[src/rtl/operand_mux_arbiter.sv]
// Two-channel round-robin arbiter driving a shared 2:1 operand mux into a
// single-entry output buffer with a valid/ready consumer handshake.
module operand_mux_arbiter #(
  parameter int unsigned WIDTH = 32,
  parameter int unsigned CNT_W = 16
) (
  input  logic             clk,
  input  logic             rst_n,
  input  logic             a_valid,
  input  logic [WIDTH-1:0] a_data,
  output logic             a_ready,
  input  logic             b_valid,
  input  logic [WIDTH-1:0] b_data,
  output logic             b_ready,
  output logic             sel,
  output logic             out_valid,
  output logic [WIDTH-1:0] out_data,
  input  logic             out_ready,
  output logic [CNT_W-1:0] grant_cnt_a,
  output logic [CNT_W-1:0] grant_cnt_b
);

  typedef enum logic {
    EMPTY = 1'b0,
    FULL  = 1'b1
  } state_t;

  state_t           state;
  logic             prio;
  logic             last_sel;
  logic             can_accept;
  logic             grant_a;
  logic             grant_b;
  logic [WIDTH-1:0] mux_out;

  // rst_n gates acceptance so no ready is raised while reset is held.
  always_comb begin
    can_accept = rst_n && ((state == EMPTY) || out_ready);
    grant_a    = can_accept && a_valid && (!b_valid || !prio);
    grant_b    = can_accept && b_valid && (!a_valid ||  prio);
    if (grant_b)      sel = 1'b1;
    else if (grant_a) sel = 1'b0;
    else              sel = last_sel;
    mux_out = sel ? b_data : a_data;
  end

  assign a_ready   = grant_a;
  assign b_ready   = grant_b;
  assign out_valid = (state == FULL);

  always_ff @(posedge clk or negedge rst_n) begin
    if (!rst_n) begin
      state       <= EMPTY;
      out_data    <= '0;
      prio        <= 1'b0;
      last_sel    <= 1'b0;
      grant_cnt_a <= '0;
      grant_cnt_b <= '0;
    end else if (grant_a || grant_b) begin
      out_data <= mux_out;
      state    <= FULL;
      prio     <= ~sel;
      last_sel <= sel;
      if (grant_a && (grant_cnt_a != '1)) grant_cnt_a <= grant_cnt_a + CNT_W'(1);
      if (grant_b && (grant_cnt_b != '1)) grant_cnt_b <= grant_cnt_b + CNT_W'(1);
    end else if ((state == FULL) && out_ready) begin
      state <= EMPTY;
    end
  end

endmodule
[config.mk]
export PLATFORM = sky130hd
export DESIGN_NAME = operand_mux_arbiter
export DESIGN_NICKNAME = d
export VERILOG_FILES = /design/src/rtl/operand_mux_arbiter.sv
export SDC_FILE = /design/constraint.sdc
export NUM_CORES = 1
export LEC_CHECK = 0
export BUFFER_PORTS_ARGS = -buffer_cell sky130_fd_sc_hd__buf_2
export CAP_MARGIN = 5
export CORE_UTILIZATION = 35
export CTS_CLUSTER_SIZE = 14
export DETAILED_ROUTE_END_ITERATION = 7
export PLACE_DENSITY = 0.68
export SETUP_SLACK_MARGIN = 0.05
export SYNTH_ARGS = -nofsm -noshare
export SYNTH_HDL_FRONTEND = slang
export SYNTH_SLANG_ARGS = --single-unit
[constraint.sdc]
create_clock -name clk -period 1.7 [get_ports clk]
set_input_delay 0.085 -clock clk [delete_from_list [all_inputs] [get_ports clk]]
set_output_delay 0.085 -clock clk [all_outputs]
set_load 0.03 [all_outputs]
==> impl_results.md <==
- Result of the run: finished, final reports clean
- Final Util: 60.02%
- Hold Vio Cnt, Final: 0
- Detail Route met3 WL: 456 um
- Top sig layer: met4
- Prevailing post-synth register cell: sky130_fd_sc_hd__dfrtp_1
- Post-DP HPWL: 5720 um
- Maximum fanout along the worst path: 4
- Slowest stage cell on the critical path: sky130_fd_sc_hd__nor4_2
- DRT antenna net count: 0
- Iteration count of the initial detailed-routing pass: 4
- Worst hold slack after final layout: 0.08500 ns
- Weighted congestion reported at the end of routability-driven placement: 0.8327
- RSZ-0062 raised after global routing: yes
- Endpoint with the worst hold slack: out_valid$_DFFE_PN0P_
- Worst hold path startpoint: out_ready
- Type of origin of the critical path: flop
- Pre-CTS setup slack: 0.02982 ns
- Worst setup skew after layout: 0.009734 ns
- Largest cells by area after synthesis: sky130_fd_sc_hd__dfrtp_1, sky130_fd_sc_hd__nand2_1, sky130_fd_sc_hd__a22oi_1, sky130_fd_sc_hd__xor2_1, sky130_fd_sc_hd__nor4_1
- Placed Instances: 553
- Filler Cells Inserted: 726
- Master cell of the clock root buffer: sky130_fd_sc_hd__clkbuf_8
- Count of cells along the worst hold path: 3
- Synthesis-to-finish area growth: 67.59%
- Routed length on met2: 5354 um
- Max Root-Sink Buffers: 2
- Remaining routing DRC violations: 0
- Data required, critical path: 1.96 ns
- Post-placement cell area: 4108 um^2
- Total power: 5.411 mW
- Register-to-Register Setup Slack: 0.06 ns
- Power per unit of standard cell area: 1039 nW/um^2
- Summed negative setup slack over all endpoints: 0 ns
- Final cell count without fillers: 640
- Number of vias per cell: 5.161
- Number of storage elements in the synthesis netlist: 67
- Die extent in y: 96.24 um
- Worst path setup slack after routing: 0.06016 ns
- Synthesized instance count: 298
- Worst endpoint data arrival time: 1.90 ns
- Clock insertion delay at the later pin of the skew report: 0.34 ns
- Final setup viols: 0
- Overall die area: 9261 um^2
- Vias after detailed routing: 3,303
- Min-Delay Path Class: in2reg
- Worst Tran Pin Value: 0.5607 ns
- Worst r2r dst: grant_cnt_a[11]$_DFFE_PN0P_
- Mean post-synth cell area: 10.43 um^2
- Total grt overflow: 0
- DRC marker count from the first detailed-route iteration: 153
- Die width: 96.24 um
- Number of warnings reported in the yosys synthesis log: 0
- Max-slew violations: 0
- Post-synth EDFFs: 0
- Peak ir drop on the vdd network: 868.4 uV
- Ys async rst share: 100.0%
- Layout Nets: 599
- # port buffers: 136
- Area share of the largest cell type after synthesis: 53.95%
- Critical Path Sink Type: flop
- Cell variety after synth: 37
- Clock buffer count from CTS: 9
- Total standard cell area after synthesis: 3108 um^2
- Clock slew seen by the registers of the worst setup and hold paths: 0.08 ns
- Maximum clock rate: 609.8 MHz
- Total core area: 8678 um^2
- Headroom to the max-slew limit: 62.62%
- Total number of clock tree sinks: 67
- Met1 layer wirelength in the final routing: 4064 um
- Largest area contributor in the netlist: sky130_fd_sc_hd__dfrtp_1
- Reg-to-reg critical path startpoint: grant_cnt_a[1]$_DFFE_PN0P_
- Worst Path Class, Setup: reg2reg
- Maxcap violations: 0
- Vias in the first global route: 3,193
- All-layer global routing usage: 21.20%
- Antenna diode instance count: 0
- Reported leakage power: 2.642 nW
- Pin count of the biggest net entering global routing: 45
- Final critical delay including setup and external delays: 1.640 ns
- Wire length of the first global-routing pass: 14,810 um
- Seq/Total Area, Yosys: 53.95%
- Largest stage delay on the critical path: 0.45 ns
- Initial core utilization: 35.81%
- Part of the cycle the worst path needs: 96.46%
- Total Wirelength: 10,200 um
- Antenna violations before repair: 0
- Number of cells traversed by the worst register-to-register path: 6
- Number of placed I/O pins: 137
- Fraction of layout cells with a size suffix above 1: 43.80%
- Mean routed wirelength per cell: 15.93 um
- Critical Path, Cell by Cell: ha_4 -> nand2_1 -> buf_4 -> nor4_2 -> nor3_2 -> o211ai_1
- TritonCTS clock tree: yes
- Most common cell after layout, fill and taps aside: sky130_fd_sc_hd__buf_2
- Number of H-tree branching levels: 3
- Fin area: 5209 um^2
- Number of rows created at floorplan: 34
- Mapped Nets: 369
- Leading cell types in the layout, fill and taps excluded: sky130_fd_sc_hd__buf_2, sky130_fd_sc_hd__nand2_1, sky130_fd_sc_hd__dlygate4sd3_1, sky130_fd_sc_hd__dfrtp_1, sky130_fd_sc_hd__a22oi_1
## Yosys cell counts, types with 4 or more instances
| master | number |
|---|---|
| sky130_fd_sc_hd__nor4_1 | 14 |
| sky130_fd_sc_hd__nand3_1 | 8 |
| sky130_fd_sc_hd__nand2_1 | 74 |
| sky130_fd_sc_hd__nor2_1 | 9 |
| sky130_fd_sc_hd__clkbuf_1 | 4 |
| sky130_fd_sc_hd__dfrtp_1 | 67 |
| sky130_fd_sc_hd__a22oi_1 | 33 |
| sky130_fd_sc_hd__buf_2 | 6 |
| sky130_fd_sc_hd__nand4_1 | 7 |
| sky130_fd_sc_hd__xor2_1 | 24 |
| sky130_fd_sc_hd__nor3_1 | 8 |
| sky130_fd_sc_hd__inv_1 | 5 |
## critical path, delay by kind of cell (launching register included)
family	cells	cell delay (ns)
adder cells (fa/ha/maj)	1	0.15
AO/OA/AOI/OAI	1	0.20
flip-flops	1	0.41
AND/OR/NAND/NOR	3	0.63
buffers and inverters	1	0.17
## logic make-up (layout without fill, tap and decap cells)
kind of cell,Yosys count,after routing,share of synthesized area (%)
AND/OR/NAND/NOR,145,146,25.20
flip-flops,67,67,53.95
AO/OA/AOI/OAI,40,40,9.622
XOR/XNOR,25,25,7.045
buffers and inverters,16,249,2.174
multiplexers,3,3,1.208
adder cells (fa/ha/maj),2,2,0.8050
## area by class of cell
| class | instances | area [um^2] | area share (%) |
|---|---|---|---|
| multi-input combinational | 216 | 1539 | 29.55 |
| clock inverter | 2 | 10.01 | 0.1922 |
| tap | 108 | 135.1 | 2.594 |
| sequential | 67 | 1705 | 32.74 |
| inverter | 6 | 25.02 | 0.4804 |
| clock buffer | 13 | 168.9 | 3.243 |
| timing repair buffer | 228 | 1625 | 31.20 |
## what timing repair did
| item | 4_1_cts | 5_1_grt |
|---|---|---|
| hold buffers | 65 | 0 |
| pin swaps | 1 | 3 |
| cloned | 1 | 2 |
| setup buffers | 1 | 3 |
| hold endpoints to repair | 92 | 0 |
| endpoints found under the setup margin | 10 | 15 |
| gates resized for setup | 13 | 21 |
## metal layers
metal / GRT usage (%) / up-vias
li1: - / 1529
met1: 25.83 / 1607
met2: 34.69 / 134
met3: 3.633 / 33
met4: 13.31 / 0
met5: 0 / -
## registers in the layout, summed over array words and instances, names as in the netlist
| name | count |
|---|---|
| out_valid | 1 |
| prio | 1 |
| out_data | 32 |
| grant_cnt_b | 16 |
| last_sel | 1 |
| grant_cnt_a | 16 |
## power by group
part	switching (mW)	total, mW	internal, mW
Sequential	0.313	2.23	1.92
Clock	0.603	1.24	0.638
Combinational	1.20	1.94	0.738
Total	2.12	5.41	3.29
## worst max path at each step
| stage | cells past startpoint | to | slack, ns | start |
|---|---|---|---|---|
| finish | 6 | grant_cnt_a[11]$_DFFE_PN0P_ | 0.06 | grant_cnt_a[1]$_DFFE_PN0P_ |
| global route | 6 | grant_cnt_a[11]$_DFFE_PN0P_ | -0.04 | grant_cnt_a[1]$_DFFE_PN0P_ |
| floorplan | 5 | grant_cnt_b[1]$_DFFE_PN0P_ | -0.03 | grant_cnt_b[0]$_DFFE_PN0P_ |
| CTS | 6 | sel | 0.04 | prio$_DFFE_PN0P_ |
| global placement | 4 | grant_cnt_a[12]$_DFFE_PN0P_ | 0.06 | prio$_DFFE_PN0P_ |
| detailed placement | 5 | grant_cnt_a[4]$_DFFE_PN0P_ | 0.03 | prio$_DFFE_PN0P_ |
Power figures use the tool's default switching activity.
